<file path="src/rtl/ddr3_user_request_queue.sv">
// ddr3_user_request_queue: valid/ready request FIFO feeding the DDR3 controller, with a strobe-timed read-tag pipe.
// Optional performance counters are enabled by defining DDR3_QUEUE_PERF_COUNTERS_EN.
module ddr3_user_request_queue #(
  parameter int QUEUE_DEPTH           = 8,
  parameter int DQ_BITWIDTH           = 16,
  parameter int ADDRESS_BITWIDTH      = 14,
  parameter int BANK_ADDRESS_BITWIDTH = 3,
  parameter int MAIN_STATE_BITWIDTH   = 5,
  parameter int STATE_WRITE_DATA      = 8,
  parameter int STATE_READ_DATA       = 11,
  parameter int READ_LATENCY_STROBES  = 6
) (
  input  logic                                              clk,
  input  logic                                              resetn,
  input  logic                                              req_valid,
  output logic                                              req_ready,
  input  logic                                              req_write,
  input  logic [BANK_ADDRESS_BITWIDTH+ADDRESS_BITWIDTH-1:0] req_address,
  input  logic [DQ_BITWIDTH-1:0]                            req_data,
  input  logic [MAIN_STATE_BITWIDTH-1:0]                    main_state,
  input  logic                                              clk_slow_posedge,
  input  logic                                              clk180_slow_posedge,
  input  logic [DQ_BITWIDTH-1:0]                            data_from_ram,
  output logic                                              write_enable,
  output logic                                              read_enable,
  output logic [BANK_ADDRESS_BITWIDTH+ADDRESS_BITWIDTH-1:0] i_user_data_address,
  output logic [DQ_BITWIDTH-1:0]                            data_to_ram,
  output logic                                              rsp_valid,
  output logic [DQ_BITWIDTH-1:0]                            rsp_data,
  output logic [BANK_ADDRESS_BITWIDTH+ADDRESS_BITWIDTH-1:0] rsp_address,
  output logic [$clog2(QUEUE_DEPTH):0]                      queue_count
`ifdef DDR3_QUEUE_PERF_COUNTERS_EN
  ,
  output logic [15:0]                                       writes_issued,
  output logic [15:0]                                       reads_returned,
  output logic [15:0]                                       full_stall_cycles
`endif
);
  localparam int AW = BANK_ADDRESS_BITWIDTH + ADDRESS_BITWIDTH;
  localparam int PW = $clog2(QUEUE_DEPTH);
  localparam int CW = PW + 1;
  localparam int L  = READ_LATENCY_STROBES;
  typedef struct packed {
    logic                   wr;
    logic [AW-1:0]          addr;
    logic [DQ_BITWIDTH-1:0] data;
  } entry_t;
  entry_t                 mem_q [QUEUE_DEPTH];
  entry_t                 head;
  logic [PW-1:0]          wr_ptr_q, rd_ptr_q;
  logic [CW-1:0]          count_q, count_d;
  logic [L-1:0]           tag_v_q;
  logic [AW-1:0]          tag_a_q [L];
  logic                   we_q, re_q, rv_q;
  logic [AW-1:0]          addr_q, raddr_q;
  logic [DQ_BITWIDTH-1:0] data_q, rdata_q;
  logic                   strobe, empty, push, pop;
  assign head      = mem_q[rd_ptr_q];
  assign empty     = count_q == '0;
  assign strobe    = clk_slow_posedge | clk180_slow_posedge;
  assign req_ready = count_q != CW'(QUEUE_DEPTH);
  assign push      = req_valid & req_ready;
  // The head is only consumed when the controller is in the data state matching its type; no reordering.
  assign pop       = !empty & strobe & (head.wr ? main_state == MAIN_STATE_BITWIDTH'(STATE_WRITE_DATA)
                                                : main_state == MAIN_STATE_BITWIDTH'(STATE_READ_DATA));
  assign count_d   = count_q + CW'(push) - CW'(pop);
  always_ff @(posedge clk)
    if (push) mem_q[wr_ptr_q] <= {req_write, req_address, req_data};
  always_ff @(posedge clk or negedge resetn)
    if (!resetn) begin
      wr_ptr_q <= '0;
      rd_ptr_q <= '0;
      count_q  <= '0;
      tag_v_q  <= '0;
      for (int i = 0; i < L; i++) tag_a_q[i] <= '0;
      we_q     <= 1'b0;
      re_q     <= 1'b0;
      rv_q     <= 1'b0;
      addr_q   <= '0;
      data_q   <= '0;
      raddr_q  <= '0;
      rdata_q  <= '0;
    end else begin
      wr_ptr_q <= wr_ptr_q + PW'(push);
      rd_ptr_q <= rd_ptr_q + PW'(pop);
      count_q  <= count_d;
      we_q     <= !empty & head.wr;
      re_q     <= !empty & !head.wr;
      if (!empty) begin
        addr_q <= head.addr;
        data_q <= head.data;
      end
      rv_q <= strobe & tag_v_q[L-1];
      if (strobe) begin
        if (tag_v_q[L-1]) begin
          rdata_q <= data_from_ram;
          raddr_q <= tag_a_q[L-1];
        end
        for (int i = L - 1; i > 0; i--) begin
          tag_v_q[i] <= tag_v_q[i-1];
          tag_a_q[i] <= tag_a_q[i-1];
        end
        tag_v_q[0] <= pop & !head.wr;
        tag_a_q[0] <= head.addr;
      end
    end
  assign write_enable        = we_q;
  assign read_enable         = re_q;
  assign i_user_data_address = addr_q;
  assign data_to_ram         = data_q;
  assign rsp_valid           = rv_q;
  assign rsp_data            = rdata_q;
  assign rsp_address         = raddr_q;
  assign queue_count         = count_q;
`ifdef DDR3_QUEUE_PERF_COUNTERS_EN
  always_ff @(posedge clk or negedge resetn)
    if (!resetn) begin
      writes_issued     <= '0;
      reads_returned    <= '0;
      full_stall_cycles <= '0;
    end else begin
      if (pop & head.wr & ~&writes_issued) writes_issued <= writes_issued + 16'd1;
      if (rv_q & ~&reads_returned) reads_returned <= reads_returned + 16'd1;
      if (req_valid & ~req_ready & ~&full_stall_cycles) full_stall_cycles <= full_stall_cycles + 16'd1;
    end
`endif
endmodule

</file>
<file path="config.mk">
export PLATFORM = sky130hd
export DESIGN_NAME = ddr3_user_request_queue
export DESIGN_NICKNAME = d
export VERILOG_FILES = /design/src/rtl/ddr3_user_request_queue.sv
export SDC_FILE = /design/constraint.sdc
export NUM_CORES = 1
export LEC_CHECK = 0
export CAP_MARGIN = 20
export CORE_UTILIZATION = 54
export CTS_BUF_LIST = sky130_fd_sc_hd__clkbuf_8
export DETAILED_ROUTE_END_ITERATION = 8
export GPL_ROUTABILITY_DRIVEN = 1
export PLACE_DENSITY = 0.78
export SYNTH_ARGS = -nofsm -noshare
export SYNTH_HDL_FRONTEND = slang
export SYNTH_SLANG_ARGS = --single-unit
</file>
<file path="constraint.sdc">
create_clock -name clk -period 3.3 [get_ports clk]
set_input_delay 0.33 -clock clk [delete_from_list [all_inputs] [get_ports clk]]
set_output_delay 0.33 -clock clk [all_outputs]
set_load 0.02 [all_outputs]
</file>
; After elaboration in Yosys (flattened, before gate mapping)
; Memories as Yosys holds them, arrays and structs flattened.
; Index checks and enable logic that the tools add are counted.
[word_totals]
register_bits = 187
ram_bits = 272
inputBits = 60
output_inout_bits = 74
word_cells = 40
memories = 1
[memory_table]
columns = memory, depth, word_bits, read_ports, rd_clocked_by_memory_dff, write_ports, line
row1 = mem_q, 8, 34, 1, 0, 1, 48  ; entry_t mem_q [QUEUE_DEPTH];
[op_classes]
n_addsub = 4
n_eq_ne = 3
mux = 3
bitwise = 8
n_reduce_logical = 4
[op_table]
columns = cell, n
row1 = "5-bit by 4-bit == test with 1-bit output, second input constant", 2
row2 = 1-bit AND, 7
row3 = 3-bit by 1-bit adder with 3-bit output, 2
row4 = 4-bit by 1-bit adder with 4-bit output, 1
row5 = 4-bit zero test, 1
row6 = "4-bit inequality test, second input constant", 1
row7 = 4-bit by 1-bit subtractor with 4-bit output, 1
row8 = 1-bit 2-to-1 mux, 3
row9 = 1-bit zero test, 2
row10 = 2-bit AND reduction, 1
row11 = 1-bit OR, 1

; Logic depth before layout (Yosys ltp)
[logic_depth]
ltp_word = 5
mapped_depth = 13

; Least setup slack after synthesis
; Ideal clock, no wire load.
[synth_timing]
path_kind = flip-flop to flip-flop
from = register count_q[2], in the netlist queue_count[2]
to = memory mem_q[1][0] (netlist name), enable pin
setup_ns = 0.468
t_arrival_ns = 3.511
t_required_ns = 2.832
setup_slack_ns = -0.678
stages_incl_launch_ff = 6
cell_sequence = dfrtp_1 -> inv_1 -> ha_1 -> or3b_2 -> nand3_1 -> nor3_1
[synth_between]
elab_chain_cells = 4
[synth_lines]
columns = item, line
row1 = start: declaration, 51  ; logic [CW-1:0] count_q, count_d;
row2 = start signal: assignment, 86  ; count_q <= count_d;
row3 = 4-bit inequality test, 61  ; assign req_ready = count_q != CW'(QUEUE_DEPTH);
row4 = named net req_ready, 16  ; output logic req_ready,
row5 = 1-bit AND, 62  ; assign push = req_valid & req_ready;
row6 = 1-bit 2-to-1 mux, 68  ; if (push) mem_q[wr_ptr_q] <= {req_write, req_address, req_data};
row7 = 1-bit 2-to-1 mux (not written as such), 68
row8 = end: declaration, 48
; The timed path passes the listed nets, and every way through them passes these cells.

; Final worst setup path
[layout_timing]
from = register rd_ptr_q[0]
to = register count_q[2], in the netlist queue_count[2]
[layout_between]
elab_chain_cells = 4
[layout_lines]
columns = item, line
row1 = start: declaration, 50  ; logic [PW-1:0] wr_ptr_q, rd_ptr_q;
row2 = start signal: assignment, 85  ; rd_ptr_q <= rd_ptr_q + PW'(pop);
row3 = memory read 8 x 34 bit, n/a
row4 = 1-bit 2-to-1 mux, 64  ; assign pop = !empty & strobe & (head.wr ? main_state == MAIN_STATE_BITWIDTH'(STATE_WRITE_DATA)
row5 = 1-bit AND, 64
row6 = 4-bit by 1-bit subtractor with 4-bit output, 66  ; assign count_d = count_q + CW'(push) - CW'(pop);
row7 = named net count_d[2], 51
; The timed path passes the listed nets, and every way through them passes these cells.
; A chain may end at the register's enable or synchronous reset.

==> impl_metrics.json <==
{
  "share_of_synthesized_registers_carrying_an_async_set_or_reset": 0.407,
  "finClkSkew_ns": 0.0374,
  "post_route_clock_period_utilization": 0.826,
  "distinct_cells_synth": 33,
  "tritoncts": "built",
  "path_class": "flip-flop to flip-flop",
  "synth.mux.area_fraction": 0.131,
  "part_of_the_power_in_the_clock_network": 0.256,
  "clock-root-buffer": "sky130_fd_sc_hd__clkbuf_8",
  "drtAntennaViolNets": 0,
  "tightest_pin_transition_ns": 0.895,
  "seq_area_frac_synth": 0.746,
  "setup_viol": 0,
  "cpPeakStageDelay_ns": 0.49,
  "crit_path_cell_trace": "mux4_2 > mux2_4 > mux2i_1 > ha_1 > inv_1 > ha_1 > inv_1 > fa_1 > xnor2_1",
  "grt_antenna_before_repair": 3,
  "die_area_um2": 32600,
  "postCtsSetupRepairBufs": 0,
  "routabilityCongestion": 0.712,
  "dominantRegCellSynth": "sky130_fd_sc_hd__edfxtp_1",
  "synth-adder-area-share": 0.00843,
  "postCtsResizedCells": 0,
  "switching_power_uw": 5470,
  "num-fill-cells": 2141,
  "number_of_buffers_on_the_longest_clock_path": 3,
  "cts_max_level": 3,
  "avgSynthCellArea_um2": 16.0,
  "grt_first_pass_wirelength_mm": 50.7,
  "core_um2": 31500,
  "leakagePower_uw": 0.00806,
  "seqPwrFrac": 0.462,
  "timing.max_cap.violations": 0,
  "vias_in_the_first_global_route": 9675,
  "hold_wc_path_type": "input port to flip-flop",
  "route.vias.total": 9149,
  "netlist_area_um2": 17200,
  "cp-end-kind": "flip-flop",
  "synth-simple-area-share": 0.0780,
  "clkSlewWorstSetupHoldPaths_ns": 0.06,
  "via_per_inst": 5.37,
  "die-height_um": 181,
  "area.sequential_um2": 12900,
  "p_comb_frac": 0.282,
  "setup_tns_ns": 0,
  "rows": 65,
  "fin_worst_hold_slack_ns": 0.338,
  "post_drt_wl_per_cell_um": 18.3,
  "cts-buffers-inserted": 72,
  "required_ns": 3.77,
  "clk-insertion-delay-late_ns": 0.60,
  "global_route.usage.total": 0.201,
  "power.switching_fraction": 0.307,
  "layout-drive-gt1-share": 0.176,
  "dr_iter_0_viols": 674,
  "floorplan.die.width_um": 181,
  "drc": 0,
  "syn-num-nets": 1145,
  "critPathArrivalTime_ns": 3.19,
  "critical_path_peak_fanout": 4,
  "final_max_slew_viol_count": 0,
  "cts.sinks": 459,
  "yosys_warnings": 0,
  "final-hold-violation-count": 0,
  "starting_density": 0.547,
  "parity_gate_share_of_the_synthesized_area_counting_xor_and_xnor_cells": 0.00203,
  "layout.cells.most_common": "sky130_fd_sc_hd__nand2_1",
  "syn_inst": 1074,
  "status": "complete, no violations",
  "worst_setup_path_start_kind": "flip-flop",
  "drt_wl_total_mm": 31.1,
  "slew_headroom": 0.404,
  "power_per_cell_area_nw_per_um2": 871,
  "main_combinational_cell_family_by_area_after_synthesis": "multiplexers",
  "rsz0062_at_grt": "false",
  "io_buffers": 133,
  "multi_input_area_um2": 4130,
  "remaining_global_route_overflow": 0,
  "postCtsHoldBufs": 1,
  "ios": 134,
  "cpLargestDelayFamily": "multiplexers",
  "syn2layout_area_growth_pct": 18.9,
  "detailedRoute.firstPassIterationCount": 5,
  "design.final.nets": 1317,
  "synth_compound_area_frac": 0.0158,
  "final_period_minus_worst_setup_slack_ns": 2.73,
  "internal_power_uw": 12400,
  "grt_start_max_net_pins": 92,
  "final_cell_mix": "sky130_fd_sc_hd__nand2_1 (274), sky130_fd_sc_hd__edfxtp_1 (272), sky130_fd_sc_hd__dfrtp_1 (184)",
  "slowest_stage_cell_cp": "sky130_fd_sc_hd__mux4_2",
  "critical_path_buf_inv_count": 2,
  "detailedPlacementHpwl_mm": 17.6,
  "number_of_flops_mapped_to_enable_cells_by_yosys": 272,
  "ir_drop_uv": 467,
  "achievable-frequency_mhz": 367,
  "yosys_register_bits": 459
}
-- flip-flops by register name (all words and copies together) (netlist names), 3 cells and up --
signal / cells
data_to_ram: 16
i_user_data_address: 17
queue_count: 4
rd_ptr_q: 3
tag_a_q: 102
rsp_data: 16
tag_v_q: 6
mem_q: 272
rsp_address: 17
wr_ptr_q: 3
-- worst register-to-register path, delay by kind of cell (launching register included) --
kind | cells | cell delay, ns
xor+xnor | 1 | 0.13
buf+inv | 2 | 0.12
flops | 1 | 0.44
fa+ha+maj | 3 | 0.85
mux | 3 | 1.07
-- path summary, 6_finish.rpt --
path	startpoint	to	slack, ns	cells past startpoint
worst max register to register	rd_ptr_q[0]	queue_count[2]	0.57	9
worst max-delay path	rd_ptr_q[0]	queue_count[2]	0.57	9
worst min-delay path	data_from_ram[1]	rsp_data[1]	0.34	2
worst min register to register	tag_a_q[63]	tag_a_q[46]	0.45	2
min in group asynchronous	resetn	rsp_data[13]	0.37	2
max in group asynchronous	resetn	tag_a_q[92]	2.01	3
-- stage by stage --
step	std cells	power, µW	util	setup WS, ns	cell area (µm²)
finish	1705	17800	0.651	0.573	20500
global placement	1573	13300	0.605	0.656	19000
floorplan	1074	11500	-	0.227	17200
CTS	1704	18100	0.651	0.532	20500
global route	1704	18800	0.651	0.441	20500
detailed placement	1573	13400	0.605	0.515	19000
-- power by group through the flow --
stage          clock [µW]  combinational, µW  sequential, µW
6_report             4570               5020            8240
5_1_grt              4940               5440            8410
4_1_cts              4690               5120            8250
3_5_place_dp            0               5090            8360
3_3_place_gp            0               4990            8270
2_1_floorplan           0               2730            8720
-- cells in the mapped netlist (2+ instances only) --
library cell,n,share of area
sky130_fd_sc_hd__a21oi_1,52,0.015
sky130_fd_sc_hd__buf_1,9,0.0020
sky130_fd_sc_hd__buf_2,11,0.0032
sky130_fd_sc_hd__buf_4,13,0.0057
sky130_fd_sc_hd__buf_6,2,0.0013
sky130_fd_sc_hd__clkbuf_1,18,0.0039
sky130_fd_sc_hd__dfrtp_1,187,0.27
sky130_fd_sc_hd__edfxtp_1,272,0.47
sky130_fd_sc_hd__ha_1,10,0.0073
sky130_fd_sc_hd__inv_1,9,0.0020
sky130_fd_sc_hd__mux2_2,33,0.022
sky130_fd_sc_hd__mux2i_1,34,0.020
sky130_fd_sc_hd__mux4_2,68,0.089
sky130_fd_sc_hd__nand2_1,274,0.060
sky130_fd_sc_hd__nand2b_1,2,0.00073
sky130_fd_sc_hd__nor2_1,59,0.013
sky130_fd_sc_hd__nor3_1,2,0.00058
sky130_fd_sc_hd__or3b_2,2,0.0010
sky130_fd_sc_hd__xor2_1,3,0.0015
-- final cells by class --
cell class,count,share of cell area
Multi-Input combinational cell,552,0.202
Clock buffer,83,0.0558
Sequential cell,459,0.628
Timing Repair Buffer,152,0.0747
Clock inverter,47,0.0136
Tap cell,402,0.0246
Inverter,9,0.00165
Antenna cell,1,0.000122
-- kinds of logic (layout without fill, tap and decap cells) --
| logic type | Yosys count | after routing |
|---|---|---|
| adder cells (fa/ha/maj) | 11 | 11 |
| AND/OR/NAND/NOR | 347 | 347 |
| XOR/XNOR | 4 | 4 |
| other | 0 | 1 |
| AO/OA/AOI/OAI | 54 | 54 |
| multiplexers | 136 | 136 |
| flip-flops | 459 | 459 |
| buffers and inverters | 63 | 291 |
-- layer usage --
| metal | track usage | vias to the layer above | wire length [µm] | part of all wire |
|---|---|---|---|---|
| li1 | - | 4223 | - | - |
| met1 | 0.267 | 4643 | 13600 | 0.44 |
| met2 | 0.330 | 226 | 15300 | 0.49 |
| met3 | 0.0469 | 53 | 1650 | 0.053 |
| met4 | 0.0694 | 4 | 598 | 0.019 |
| met5 | 0 | - | 29 | 0.00093 |
(Power assumes the default switching activity.)
